### src/rtl/c16_mem_arbiter.sv
// c16_mem_arbiter: shares one synchronous memory port between the CPU and video scanout,
// and routes CPU accesses with addr[15]=1 onto a one-cycle MMIO strobe interface.
module c16_mem_arbiter #(
    parameter int CPU_MAX_WAIT = 4
) (
    input  logic        clk,
    input  logic        resetn,
    input  logic        cpu_req,
    input  logic        cpu_we,
    input  logic [15:0] cpu_addr,
    input  logic [15:0] cpu_wdata,
    output logic        cpu_ack,
    output logic [15:0] cpu_rdata,
    input  logic        vid_req,
    input  logic [14:0] vid_addr,
    output logic        vid_ack,
    output logic [15:0] vid_rdata,
    output logic [14:0] mem_addr,
    output logic        mem_re,
    output logic        mem_we,
    output logic [15:0] mem_wdata,
    input  logic [15:0] mem_rdata,
    output logic        mmio_re,
    output logic        mmio_we,
    output logic [14:0] mmio_addr,
    output logic [15:0] mmio_wdata,
    input  logic [15:0] mmio_rdata
);
    typedef enum logic [2:0] {IDLE, ISSUE, READ, MMIO, DONE} state_t;
    localparam logic [3:0] MAX_WAIT = 4'(CPU_MAX_WAIT);

    state_t      state_q, state_d;
    logic [3:0]  cpu_wait_q, cpu_wait_d;
    logic        win_cpu_q, win_cpu_d;
    logic        we_q, we_d;
    logic [14:0] mem_addr_q, mem_addr_d;
    logic [14:0] mmio_addr_q, mmio_addr_d;
    logic        mem_re_q, mem_re_d, mem_we_q, mem_we_d;
    logic        mmio_re_q, mmio_re_d, mmio_we_q, mmio_we_d;
    logic [15:0] mem_wdata_q, mem_wdata_d;
    logic [15:0] mmio_wdata_q, mmio_wdata_d;
    logic [15:0] cpu_rdata_q, cpu_rdata_d;
    logic [15:0] vid_rdata_q, vid_rdata_d;
    logic        cpu_ack_q, cpu_ack_d, vid_ack_q, vid_ack_d;
    logic        cpu_win;

    // Video has priority unless the CPU has already lost MAX_WAIT grants in a row
    assign cpu_win = cpu_req && (!vid_req || cpu_wait_q == MAX_WAIT);

    always_comb begin
        state_d      = state_q;
        cpu_wait_d   = cpu_wait_q;
        win_cpu_d    = win_cpu_q;
        we_d         = we_q;
        mem_addr_d   = mem_addr_q;
        mmio_addr_d  = mmio_addr_q;
        mem_wdata_d  = mem_wdata_q;
        mmio_wdata_d = mmio_wdata_q;
        cpu_rdata_d  = cpu_rdata_q;
        vid_rdata_d  = vid_rdata_q;
        mem_re_d     = 1'b0;
        mem_we_d     = 1'b0;
        mmio_re_d    = 1'b0;
        mmio_we_d    = 1'b0;
        cpu_ack_d    = 1'b0;
        vid_ack_d    = 1'b0;
        case (state_q)
            IDLE: begin
                if (cpu_req || vid_req) begin
                    win_cpu_d  = cpu_win;
                    we_d       = cpu_win && cpu_we;
                    cpu_wait_d = cpu_win ? 4'd0
                               : (cpu_req && cpu_wait_q < MAX_WAIT) ? cpu_wait_q + 4'd1
                               : cpu_wait_q;
                    if (cpu_win && cpu_addr[15]) begin
                        mmio_addr_d  = cpu_addr[14:0];
                        mmio_wdata_d = cpu_wdata;
                        mmio_re_d    = !cpu_we;
                        mmio_we_d    = cpu_we;
                        state_d      = MMIO;
                    end else begin
                        mem_addr_d  = cpu_win ? cpu_addr[14:0] : vid_addr;
                        mem_re_d    = !(cpu_win && cpu_we);
                        mem_we_d    = cpu_win && cpu_we;
                        mem_wdata_d = (cpu_win && cpu_we) ? cpu_wdata : mem_wdata_q;
                        state_d     = ISSUE;
                    end
                end
            end
            ISSUE: state_d = READ;
            READ: begin
                cpu_rdata_d = win_cpu_q ? (we_q ? 16'h0000 : mem_rdata) : cpu_rdata_q;
                vid_rdata_d = win_cpu_q ? vid_rdata_q : mem_rdata;
                cpu_ack_d   = win_cpu_q;
                vid_ack_d   = !win_cpu_q;
                state_d     = DONE;
            end
            MMIO: begin
                cpu_rdata_d = we_q ? 16'h0000 : mmio_rdata;
                cpu_ack_d   = 1'b1;
                state_d     = DONE;
            end
            DONE: state_d = IDLE;
            default: state_d = IDLE;
        endcase
    end

    always_ff @(posedge clk) begin
        if (resetn) begin
            state_q      <= IDLE;
            cpu_wait_q   <= '0;
            win_cpu_q    <= 1'b0;
            we_q         <= 1'b0;
            mem_addr_q   <= '0;
            mmio_addr_q  <= '0;
            mem_wdata_q  <= '0;
            mmio_wdata_q <= '0;
            cpu_rdata_q  <= '0;
            vid_rdata_q  <= '0;
            mem_re_q     <= 1'b0;
            mem_we_q     <= 1'b0;
            mmio_re_q    <= 1'b0;
            mmio_we_q    <= 1'b0;
            cpu_ack_q    <= 1'b0;
            vid_ack_q    <= 1'b0;
        end else begin
            state_q      <= state_d;
            cpu_wait_q   <= cpu_wait_d;
            win_cpu_q    <= win_cpu_d;
            we_q         <= we_d;
            mem_addr_q   <= mem_addr_d;
            mmio_addr_q  <= mmio_addr_d;
            mem_wdata_q  <= mem_wdata_d;
            mmio_wdata_q <= mmio_wdata_d;
            cpu_rdata_q  <= cpu_rdata_d;
            vid_rdata_q  <= vid_rdata_d;
            mem_re_q     <= mem_re_d;
            mem_we_q     <= mem_we_d;
            mmio_re_q    <= mmio_re_d;
            mmio_we_q    <= mmio_we_d;
            cpu_ack_q    <= cpu_ack_d;
            vid_ack_q    <= vid_ack_d;
        end
    end

    assign cpu_ack    = cpu_ack_q;
    assign cpu_rdata  = cpu_rdata_q;
    assign vid_ack    = vid_ack_q;
    assign vid_rdata  = vid_rdata_q;
    assign mem_addr   = mem_addr_q;
    assign mem_re     = mem_re_q;
    assign mem_we     = mem_we_q;
    assign mem_wdata  = mem_wdata_q;
    assign mmio_re    = mmio_re_q;
    assign mmio_we    = mmio_we_q;
    assign mmio_addr  = mmio_addr_q;
    assign mmio_wdata = mmio_wdata_q;
endmodule

### config.mk
export PLATFORM = sky130hd
export DESIGN_NAME = c16_mem_arbiter
export DESIGN_NICKNAME = d
export VERILOG_FILES = /design/src/rtl/c16_mem_arbiter.sv
export SDC_FILE = /design/constraint.sdc
export NUM_CORES = 1
export LEC_CHECK = 0
export CORE_ASPECT_RATIO = 1.5
export CORE_UTILIZATION = 30
export CTS_CLUSTER_SIZE = 20
export DETAILED_ROUTE_END_ITERATION = 8
export HOLD_SLACK_MARGIN = 0.1
export PLACE_DENSITY = 0.72
export SYNTH_ARGS = -nofsm -noshare
export SYNTH_HDL_FRONTEND = slang
export SYNTH_SLANG_ARGS = --single-unit
### constraint.sdc
create_clock -name clk -period 1.6 [get_ports clk]
set_input_delay 0.24 -clock clk [delete_from_list [all_inputs] [get_ports clk]]
set_output_delay 0.24 -clock clk [all_outputs]
set_load 0.05 [all_outputs]
==> impl_metrics.ini, run 1 <==
[drt]
vias = 4393
wl_met2_um = 7800
routedWlPerCell_um = 15.6
first_iter_violations = 150
top_layer_used = met4
viasPerCell = 4.86
drtAntennaViolNets = 0
wl_met3_um = 630
drt-pass1-iter-count = 4
drc = 0
m1WireLength_um = 5220
routed_wl_um = 14100

[cts]
cts_buffers = 9
postCtsHoldBufs = 0
insertion_delay_ns = 0.34
cts_sinks = 109
cts_tree = built
cts.path.max_buffers = 2
cts.htree.levels = 3
cts_root_buf = clkbuf_16
clk_pin_slew_ns = 0.07

[timing]
timing.final.crit_period_ns = 1.62
hold_ws_ns = 0.240
rsz0062_at_grt = yes
worst_slack_ns = -0.0227
fin_crit_sh = 1.01
setup_viol = 7
fin_skew_ns = 0.00984
tightest_slew_ns = 0.472
max_freq_mhz = 616
relSlewSlack = 0.685
finalHoldViolations = 0
slew_violations = 0

[setup_path]
crit_path_max_fanout = 7
critPathSlowestCell = dfxtp_2
worst_path_largest_cell_delay_ns = 0.33
path_cells = inv_2 -> ha_4 -> and4b_4 -> or2_4 -> clkbuf_16 -> nand2_1 -> a311oi_2
cp_top_family = simple AND/OR/NAND/NOR gates
path_buf_inv = 2
cp.required_ns = 1.85
regToRegSetupSlack_ns = -0.02
endpoint_kind = register
worstPathArrival_ns = 1.88
worstSetupPathType = register to register
crit_path_start_kind = register

[synth]
ys_seq_elements = 109
synth_seq_area_share = 0.500
yosysWarnings = 0
synth.avg_cell_area_um2 = 8.54
ys_types = 40
synth_edf_count = 0
async_flop_share = 0
ys.flop_type = dfxtp_1
netlist_instances = 511
syn-num-nets = 597
syn_area_mm2 = 0.00436

[global_routing]
grt_usage = 0.180
overflow = 0
antenna_found_initial = 0
grt_pass1_wl_um = 21200
grt_max_degree = 104
grt_pass1_vias = 4312

[worst_hold_path]
hold_class = primary input to register

[layout]
syn2layout_area_growth_pct = 57.2
num-fill-cells = 1304
nNetsFinal = 793
diodes = 0
design_area_mm2 = 0.00686
drive_gt1_frac = 0.312

[floorplan]
die_area_mm2 = 0.0150
coreArea_mm2 = 0.0141
dieWidth_um = 100
io_pins = 184
start_util = 0.309
die_h_um = 150
rows = 53

[outcome]
violations = negative setup slack
status = complete, but fails checks

[place]
placed_area_mm2 = 0.00632
io_buffers = 183
dp_hpwl_um = 10100
globalplace.congestion = 0.816

[job]
maxCapViolCount = 0

[power_and_ir_drop]
leakagePower_nw = 2.76
power.total_w = 0.00668
peakVddDrop_mv = 0.467
p_per_area_mw_per_mm2 = 974
==> cells in the mapped netlist, types with 6 or more instances <==
cell | count | area, µm²
a21oi_1 | 82 | 410
dfxtp_1 | 109 | 2180
clkbuf_1 | 14 | 52.6
a22oi_1 | 17 | 128
inv_1 | 6 | 22.5
a311oi_2 | 10 | 150
o21ai_0 | 19 | 95.1
nand2_1 | 126 | 473
nor2_1 | 28 | 105
buf_2 | 17 | 85.1
nand3_1 | 18 | 90.1
mux2_2 | 16 | 180
==> sequential cells by signal, summed over array words and instances, names as in the netlist <==
name / count
mmio_we: 1
mem_addr: 15
cpu_ack: 1
we_q: 1
vid_ack: 1
mem_re: 1
cpu_rdata: 16
mem_we: 1
mmio_wdata: 16
state_q: 3
win_cpu_q: 1
mmio_re: 1
vid_rdata: 16
mem_wdata: 16
mmio_addr: 15
cpu_wait_q: 4
==> cells in the final DEF, fill, tap and decap left out, types with 2 or more instances in the layout <==
master,count
a21oi_1,79
o211a_1,2
or3_1,2
clkdlybuf4s50_1,82
nor3_2,4
inv_1,4
a311oi_2,13
dfxtp_1,107
a311oi_1,2
o21ai_1,9
a31oi_1,2
nand2_1,116
nand2b_1,2
inv_6,4
nand2_2,4
nor2_1,27
nand4_1,2
clkinv_2,2
nor3_1,2
nand3_1,18
o21ai_0,10
nor2_4,2
buf_12,7
a21oi_2,3
inv_2,2
and2_4,2
o21a_1,2
buf_6,7
nand2_4,6
dfxtp_2,2
buf_4,126
clkbuf_16,11
a22oi_1,16
mux2_2,16
==> final cells by class <==
type | instances | area, µm² | share of cell area
sequential | 109 | 2180 | 0.319
multi-input combinational | 357 | 2100 | 0.306
timing repair buffer | 224 | 2040 | 0.297
tap | 192 | 240 | 0.0350
clock buffer | 9 | 225 | 0.0328
clock inverter | 7 | 53.8 | 0.00785
inverter | 6 | 22.5 | 0.00328
==> routing by layer <==
layer	GRT usage	up-vias
li1	-	2147
met1	0.189	2088
met2	0.344	131
met3	0.0318	27
met4	0.0775	0
met5	0	-
==> kinds of logic (layout without fill, tap and decap cells) <==
group           after synthesis  count (layout)  share of synthesized area
compound gates              143             143                      0.211
fa+ha+maj                     2               2                    0.00574
buf+inv                      46             246                     0.0516
flops                       109             109                      0.500
mux                          16              16                     0.0413
simple gates                195             196                      0.190
==> worst register-to-register path: cells and delay by family, from the launching register on <==
family | cells | cell delay (ns)
AOI/OAI and AO/OA | 1 | 0.25
adders and majority gates | 1 | 0.13
buffers and inverters | 2 | 0.22
DFF | 1 | 0.33
and+or+nand+nor | 3 | 0.60
==> timing repair <==
action,in CTS,in global routing
gates cloned,1,4
resized for setup,6,44
setup buffers,0,3
pin swaps,5,23
setup endpoints to repair,67,66
==> through the flow <==
step	TNS, ns	setup WS, ns	cells	util
5_1_grt	-2.02	-0.0842	904	0.486
3_5_place_dp	-20.54	-0.373	880	0.448
2_1_floorplan	-0.168	-0.0252	511	-
3_3_place_gp	-16.01	-0.286	880	0.448
6_report	-0.0510	-0.0227	904	0.486
4_1_cts	-0.0238	-0.00931	897	0.469
==> final timing paths <==
path | from | to | cells after the start
max | cpu_wait_q[0] | mem_addr[8] | 7
min | resetn | state_q[1] | 3
max reg2reg | cpu_wait_q[0] | mem_addr[8] | 7
min reg2reg | mmio_wdata[6] | mmio_wdata[6] | 2
==> power by group <==
group	switching [W]	leakage (nW)	internal (W)
Clock	0.00106	0.141	0.00108
Combinational	0.000970	1.74	0.000660
Sequential	0.0000741	0.886	0.00284
Total	0.00210	2.76	0.00458
Power figures use the tool's default switching activity.
==> run 2, diff against run 1 <==
--- a/config.mk
+++ b/config.mk
@@ -10,7 +10,7 @@
 export CTS_CLUSTER_SIZE = 20
 export DETAILED_ROUTE_END_ITERATION = 8
 export HOLD_SLACK_MARGIN = 0.1
-export PLACE_DENSITY = 0.72
+export PLACE_DENSITY = 0.7
 export SYNTH_ARGS = -nofsm -noshare
 export SYNTH_HDL_FRONTEND = slang
 export SYNTH_SLANG_ARGS = --single-unit
==> constraint.sdc (replaced) <==
create_clock -name clk -period 1.5 [get_ports clk]
set_input_delay 0.225 -clock clk [delete_from_list [all_inputs] [get_ports clk]]
set_output_delay 0.225 -clock clk [all_outputs]
set_load 0.05 [all_outputs]
==> run 2 against run 1 <==
The flow still finishes with violations (negative setup slack). Sequential power up 7%. Wire length down 0.76%. First-iteration DRC count down 11%. Die area unchanged. Setup slack worse by 0.13 ns. Register-to-register slack worse by 0.13 ns. Via count down 0.23%. Cell count up 0.44%. Flip-flop and latch count unchanged. Clock power up 11%. Utilization up 1.4 points. Largest power group unchanged.
==> impl_metrics.ini, run 2 (same netlist as run 1, synthesis figures left out) <==
[outcome]
status = complete, but fails checks
violations = negative setup slack

[layout]
final_cell_mix = 125 x buf_4, 124 x nand2_1, 106 x dfxtp_1
syn2layout_area_growth_pct = 61.6
diodes = 0
drive_gt1_frac = 0.320
stdcell_count = 908
final_common_cell = buf_4
num-fill-cells = 1321
nNetsFinal = 797
multi_input_area_mm2 = 0.00214
seq_area_mm2 = 0.00219
final_util = 0.499

[global_routing]
grt_pass1_vias = 4292
grt_pass1_wl_um = 21500
grt_usage = 0.183
overflow = 0
grt_max_degree = 104
antenna_found_initial = 0

[setup_path]
cp-startpoint = cpu_wait_q[0]
endpoint_kind = register
cp_top_family = buffers and inverters
crit_path_max_fanout = 15
worstSetupPathType = register to register
path_cells = inv_2 -> ha_4 -> and4b_2 -> buf_4 -> o211a_4 -> buf_12 -> nand2_1 -> a21oi_2
critPathSlowestCell = dfxtp_2
r2r-start = cpu_wait_q[0]
path_buf_inv = 3
crit_path_start_kind = register
cp.required_ns = 1.71
worst_path_largest_cell_delay_ns = 0.34
worstPathArrival_ns = 1.86

[power_and_ir_drop]
p_per_area_mw_per_mm2 = 1030
leakagePower_nw = 2.83
peakVddDrop_mv = 0.544

[cts]
cts_tree = built
insertion_delay_ns = 0.34
clk_pin_slew_ns = 0.08
cts_root_buf = clkbuf_16
cts_sinks = 109
cts.htree.levels = 3
cts_buffers = 9
cts.path.max_buffers = 2

[floorplan]
die_h_um = 150
coreArea_mm2 = 0.0141
rows = 53
start_util = 0.309
io_pins = 184
dieWidth_um = 100
die_area_mm2 = 0.0150

[drt]
drt-pass1-iter-count = 4
viasPerCell = 4.83
routed_wl_um = 14000
drc = 0
vias = 4383
drtAntennaViolNets = 0
first_iter_violations = 133
routedWlPerCell_um = 15.4

[place]
dp.cells = 883
place_worst_setup_slack_ns = -0.448
globalplace.congestion = 0.812
dp_hpwl_um = 9950
io_buffers = 183

[timing]
timing.final.crit_period_ns = 1.65
worst_slack_ns = -0.154
tightest_slew_ns = 0.473
max_freq_mhz = 604
slew_violations = 0
finalHoldViolations = 0
rsz0062_at_grt = yes
fin_skew_ns = 0.0112
setup_viol = 68
relSlewSlack = 0.685
fin_crit_sh = 1.10

[worst_hold_path]
hold_start = resetn
hold_class = primary input to register

[job]
maxCapViolCount = 0
==> run 2: changes by cell type in the layout (fill, tap and decap cells not counted), sizes merged <==
| cell | before | now |
|---|---|---|
| buf | 140 | 147 |
| clkinvlp | 0 | 1 |
| clkbuf | 11 | 10 |
| and2 | 3 | 2 |
| clkinv | 3 | 1 |
==> run 2: per-layer routing <==
layer	part of all wire	vias up	routed length, µm	global-route usage
li1	-	2156	-	-
met1	0.38	2047	5300	0.202
met2	0.53	147	7440	0.334
met3	0.044	33	618	0.0308
met4	0.042	0	590	0.0891
met5	0	-	0	0
==> run 2: final timing paths <==
path / cells after the start / slack [ns] / end
worst min register to register: 2 / 0.45 / mmio_wdata[10]
worst max register to register: 8 / -0.15 / mmio_addr[6]
worst max-delay path: 8 / -0.15 / mmio_addr[6]
worst min-delay path: 3 / 0.27 / state_q[1]
==> run 2: area by class of cell <==
class / count / share of cell area
inverters: 6 / 0.00319
clock inverters: 6 / 0.00905
clock buffers: 10 / 0.0339
repair buffers: 229 / 0.306
flip-flops and latches: 109 / 0.310
multi-input cells: 356 / 0.304
well taps: 192 / 0.0341
==> run 2: through the flow <==
step / total power [W] / setup TNS (ns) / area (µm²) / hold WS (ns)
5_1_grt: 0.00756 / -11.39 / 7050 / 0.273
4_1_cts: 0.00725 / -7.51 / 6870 / 0.208
2_1_floorplan: 0.00413 / -3.45 / 4420 / 0.297
3_3_place_gp: 0.00479 / -23.89 / 6430 / 0.440
3_5_place_dp: 0.00482 / -28.42 / 6430 / 0.445
6_report: 0.00725 / -7.04 / 7050 / 0.273
==> run 2: report_power, final <==
group / switching, W / leakage, nW / internal (W)
clock: 0.00116 / 0.146 / 0.00122
sequential: 0.0000802 / 0.887 / 0.00303
combinational: 0.00103 / 1.79 / 0.000730
total: 0.00227 / 2.83 / 0.00499
==> run 2: worst min-delay path, cell delays in order <==
cell and delay (ns):
buf_4 0.10, or3_1 0.17, nor2_1 0.07
==> run 2: repair_timing <==
item	in CTS	in global routing
buffers inserted	5	2
endpoints found under the setup margin	73	89
hold buffers	0	0
gates cloned	3	0
pin swaps	5	12
resized for setup	16	47
==> run 3, diff against run 2 <==
==> constraint.sdc (replaced) <==
create_clock -name clk -period 1.6 [get_ports clk]
set_input_delay 0.24 -clock clk [delete_from_list [all_inputs] [get_ports clk]]
set_output_delay 0.24 -clock clk [all_outputs]
set_load 0.05 [all_outputs]
==> run 3 against run 2 <==
The flow still finishes with violations (negative setup slack). Cell area fell by 1.5%. Non-clock buffer count unchanged. Cell count did not move. Via count rose by 0.80%. Power shrank 6.2%. Count of clock-buffer cells in the layout stayed put. Hold slack worse by 0.044 ns. Register-to-register slack improved by 0.13 ns. Die area unchanged. Largest cell class unchanged.
==> impl_metrics.ini, run 3 (same netlist as run 1, synthesis figures left out) <==
[timing]
timing.final.crit_period_ns = 1.63
worst_slack_ns = -0.0281
finalHoldViolations = 0
fin_crit_sh = 1.02
hold_ws_ns = 0.230
relSlewSlack = 0.657
setup_viol = 8
tightest_slew_ns = 0.514
fin_setup_tns_ns = -0.104
rsz0062_at_grt = yes
fin_skew_ns = 0.0103
slew_violations = 0
max_freq_mhz = 614

[floorplan]
start_util = 0.309
io_pins = 184
die_area_mm2 = 0.0150
rows = 53
dieWidth_um = 100
coreArea_mm2 = 0.0141
die_h_um = 150

[global_routing]
grt_pass1_vias = 4490
overflow = 0
use_met1 = 0.194
grt_pass1_wl_um = 21800
grt.busiest_layer = met2
antenna_found_initial = 0
use_met3 = 0.0322
grt_usage = 0.186
grt_max_degree = 104
met2_usage = 0.350

[layout]
syn2layout_area_growth_pct = 59.2
nNetsFinal = 797
final_cell_mix = 131 x buf_4, 114 x nand2_1, 107 x dfxtp_1
stdcell_count = 908
final_common_cell = buf_4
diodes = 0
final_util = 0.492
num-fill-cells = 1341
drive_gt1_frac = 0.324

[setup_path]
rr_worst_depth = 8
crit_path_start_kind = register
regToRegSetupSlack_ns = -0.03
worstSetupPathType = register to register
cp_top_family = simple AND/OR/NAND/NOR gates
path_buf_inv = 3
crit_cells = 8
critPathSlowestCell = dfxtp_2
worst_path_largest_cell_delay_ns = 0.34
crit_path_max_fanout = 9
path_cells = inv_2 -> ha_4 -> and4b_4 -> buf_6 -> nor2_4 -> clkbuf_16 -> nand2_1 -> a311oi_2
worstPathArrival_ns = 1.88
cp.required_ns = 1.86
endpoint_kind = register

[cts]
cts_tree = built
cts_buffers = 9
cts_sinks = 109
cts.path.max_buffers = 2
cts_root_buf = clkbuf_16
insertion_delay_ns = 0.35
clk_pin_slew_ns = 0.07
cts.htree.levels = 3

[worst_hold_path]
hold_path_depth = 3
hold_class = primary input to register

[power_and_ir_drop]
p_sw_frac = 0.305
internal_power_w = 0.00473
p_sw_w = 0.00207
p_per_area_mw_per_mm2 = 979
p_clk_frac = 0.332
leakagePower_nw = 2.75
combPwrFrac = 0.238
seqPwrFrac = 0.430
peakVddDrop_mv = 0.497

[drt]
routed_wl_um = 14500
drt-pass1-iter-count = 4
first_iter_violations = 210
vias = 4418
routedWlPerCell_um = 16.0
drc = 0
drtAntennaViolNets = 0
viasPerCell = 4.87

[outcome]
status = complete, but fails checks
violations = negative setup slack

[place]
dp.cells = 883
dp_hpwl_um = 10200
io_buffers = 183
globalplace.congestion = 0.823

[job]
maxCapViolCount = 0
## run 3: cell types whose count changed in the layout (fill, tap and decap cells not counted), moves of 5 or more
cell | before | now
buf_12 | 15 | 8
nand2_1 | 124 | 114
a22oi_2 | 12 | 1
a22oi_1 | 5 | 16
mux2_4 | 5 | 0
mux2_2 | 11 | 16
o21ai_2 | 0 | 8
buf_4 | 125 | 131
nand2_2 | 0 | 12
## run 3: worst paths after layout
kind / startpoint / end
setup / recovery: cpu_wait_q[0] / mem_addr[9]
hold / removal: resetn / state_q[1]
setup reg to reg: cpu_wait_q[0] / mem_addr[9]
hold reg to reg: mmio_wdata[9] / mmio_wdata[9]
## run 3: power groups by stage
stage / combinational [W] / sequential (W) / clock, W
floorplan: 0.000503 / 0.00337 / 0
global placement: 0.00150 / 0.00298 / 0
detailed placement: 0.00153 / 0.00298 / 0
CTS: 0.00155 / 0.00292 / 0.00230
global route: 0.00172 / 0.00294 / 0.00241
finish: 0.00162 / 0.00292 / 0.00226
## run 3: layout make-up
type / count / area, µm² / area share
inverters: 6 / 22.5 / 0.00324
clock inverters: 6 / 72.6 / 0.0105
clock buffers: 10 / 229 / 0.0330
well taps: 192 / 240 / 0.0346
flip-flops and latches: 109 / 2180 / 0.315
multi-input cells: 356 / 2090 / 0.301
repair buffers: 229 / 2100 / 0.303
## run 3: metrics by stage
step	worst slack, ns	total power (W)	area (µm²)
finish	-0.0281	0.00680	6940
floorplan	-0.0252	0.00387	4410
detailed placement	-0.355	0.00452	6360
global placement	-0.232	0.00448	6360
global route	-0.0998	0.00707	6940
CTS	-0.0593	0.00677	6710
## run 3: timing repair
action                                  CTS  global route
endpoints found under the setup margin   68            80
resized for setup                        17            46
buffers inserted                          2             4
pin swaps                                 2            23
hold buffers                              0             0
cloned                                    0             3
## run 3: metal layers
| metal | wire [µm] | vias to the layer above |
|---|---|---|
| met3 | 627 | 37 |
| met4 | 601 | 0 |
| met5 | 0 | - |
| met1 | 5440 | 2091 |
| met2 | 7860 | 137 |
| li1 | - | 2153 |
## run 3: worst reg2reg max path: cells and delay by family (launching register included)
family                   cells  cell delay [ns]
buffers and inverters        3             0.37
adder cells (fa/ha/maj)      1             0.16
flip-flops                   1             0.34
AO/OA/AOI/OAI                1             0.23
AND/OR/NAND/NOR              3             0.44
==> RTL edit: new RTL, flow settings as in run 3 <==
Encoding of `state_t`: now Gray code (3 bits for 5 states).
--- a/src/rtl/c16_mem_arbiter.sv
+++ b/src/rtl/c16_mem_arbiter.sv
@@ -27,5 +27,5 @@
     input  logic [15:0] mmio_rdata
 );
-    typedef enum logic [2:0] {IDLE, ISSUE, READ, MMIO, DONE} state_t;
+    typedef enum logic [2:0] {IDLE = 3'b000, ISSUE = 3'b001, READ = 3'b011, MMIO = 3'b010, DONE = 3'b110} state_t;
     localparam logic [3:0] MAX_WAIT = 4'(CPU_MAX_WAIT);
 
Check against the original RTL: same outputs for any inputs over 4 cycles, from zero or initial values and one cycle with resetn high; so few cycles prove little.
==> RTL edit against run 3 <==
The flow still finishes with violations (negative setup slack); synthesized cell count fell by 4.9%; cell area down 3.8%; synthesized area decreased by 2.0%; via count is 5.3% lower; setup slack better by 0.010 ns; wire length fell by 12%; sequential cell count is the same; sequential share of layout area grew 1.3 points; power increased by 3.7%; critical path depth fell by 1.
==> RTL edit: results <==
[hold_path]
hold_start = "resetn"
hold_path.class = "input port to flip-flop"

[global_routing]
grt_usage = 0.172
grt_max_degree = 43
grt_pass1_vias = 4202
grt_first_pass_wirelength_um = 20100
antenna_found_initial = 0

[synth]
netlist.area_leader.share = 0.510
seq_area_frac_synth = 0.510
synth_xor_xnor_area_share = 0
syn-num-nets = 572
yosys-top-cells-count = "nand2_1 (129), dfxtp_1 (109), a21oi_1 (64)"
yosys.area_share.adder = 0.00585
synthTopCellsByArea = "dfxtp_1 (51%), nand2_1 (11%), a21oi_1 (7.5%)"
yosys_warnings = 0
synthMuxAreaShare = 0.0796
synth_compound_area_frac = 0.169
synth_flop_cell = "dfxtp_1"
async_flop_share = 0

[cts]
root_buffer = "clkbuf_16"
clk_path_buf_depth = 2
htree_levels = 3
clkLatencyLatePin_ns = 0.34
cts.clk_slew.worst_paths_ns = 0.07

[placed_design]
dpl_cell_area_um2 = 6300
gp_congestion = 0.817
dp_hpwl_um = 9480
port_buffers = 183

[layout]
antenna_cells = 0
drive_gt1_frac = 0.279
fin_nets = 767

[sta]
finalSetupViolations = 4
tightestPinTransition_ns = 0.444
fin_ws_ns = -0.0178
setup_tns_ns = -0.0304
skew_ns = 0.00771

[setup_path]
cpMaxStageDelayCell = "dfxtp_2"
crit_fanout = 8
slowest_delay_ns = 0.33
crit_family = "flip-flops"
regToRegStartpoint = "cpu_wait_q[0]"
critPathKind = "flip-flop to flip-flop"
worstPathArrival_ns = 1.84

[route]
wl_met3_um = 720
wirelength_met1_um = 5110
dr.pass1.iters = 4
met2WireLength_um = 6650
wirelength_um = 12800
drt_iter0_markers = 126
highest_layer = "met4"
avgViaCountPerCell = 4.77

[power]
ir_worst_vdd_mv = 0.465
power.internal_uw = 4880
p_leak_uw = 0.00264

[status]
violations = "negative setup slack"
status = "complete, but fails checks"
RTL edit: cell types whose count changed after synthesis, moves of 3 or more:
cell | run 3 | this run
a21oi_1 | 82 | 64
nand3_1 | 18 | 0
mux2i_1 | 0 | 16
o21ai_0 | 19 | 4
nor2_1 | 28 | 37
a311oi_1 | 5 | 13
a311oi_2 | 10 | 2
buf_2 | 17 | 13
clkbuf_1 | 14 | 17
nand2_1 | 126 | 129
nor2b_1 | 1 | 4
RTL edit: final timing paths:
kind	slack, ns	cells past startpoint	to
hold / removal	0.31	2	mem_wdata[8]
setup / recovery	-0.02	7	mem_wdata[3]
setup reg to reg	-0.02	7	mem_wdata[3]
hold reg to reg	0.46	2	vid_rdata[5]
RTL edit: kinds of logic after synthesis:
group,Yosys count
multiplexers,32
AND/OR/NAND/NOR,191
buffers and inverters,40
AO/OA/AOI/OAI,112
flip-flops,109
adder cells (fa/ha/maj),2
RTL edit: routing by layer:
layer / vias to the layer above / global-route usage
li1: 2058 / -
met5: - / 0
met1: 1952 / 0.184
met4: 0 / 0.0647
met2: 154 / 0.319
met3: 21 / 0.0437
RTL edit: layout make-up:
class | instances | area (um2)
Clock buffer | 10 | 239
Clock inverter | 5 | 67.6
Fill cell | 1304 | 7310
Inverter | 4 | 15.0
Multi-Input combinational cell | 337 | 1930
Sequential cell | 109 | 2190
Tap cell | 192 | 240
Timing Repair Buffer | 220 | 1990
RTL edit: worst register-to-register path: stages, from the launching register on:
cell and delay [ns]:
dfxtp_2 0.33, inv_2 0.07, ha_4 0.14, and3b_2 0.25, o2111a_2 0.29, clkbuf_16 0.19
mux2i_1 0.19, nor2_1 0.05
RTL edit: per-stage QoR:
step	worst slack [ns]	std cells
finish	-0.0178	877
global route	-0.106	877
CTS	-0.0191	875
detailed placement	-0.262	860
global placement	-0.193	860
floorplan	-0.0392	486
RTL edit: timing repair:
item,4_1_cts,5_1_grt
setup buffers,0,1
gates resized for setup,3,10
hold endpoints to repair,0,0
pin swaps,1,8
gates cloned,0,1
endpoints found under the setup margin,26,64
hold buffers,0,0
RTL edit: power groups by stage:
stage	registers (uW)	logic, uW	clock network (uW)
final	2980	1780	2290
after detailed placement	3040	1770	0
after global placement	3030	1740	0
after global routing	3000	1900	2480
after floorplan	3520	561	0
after CTS	2980	1770	2350
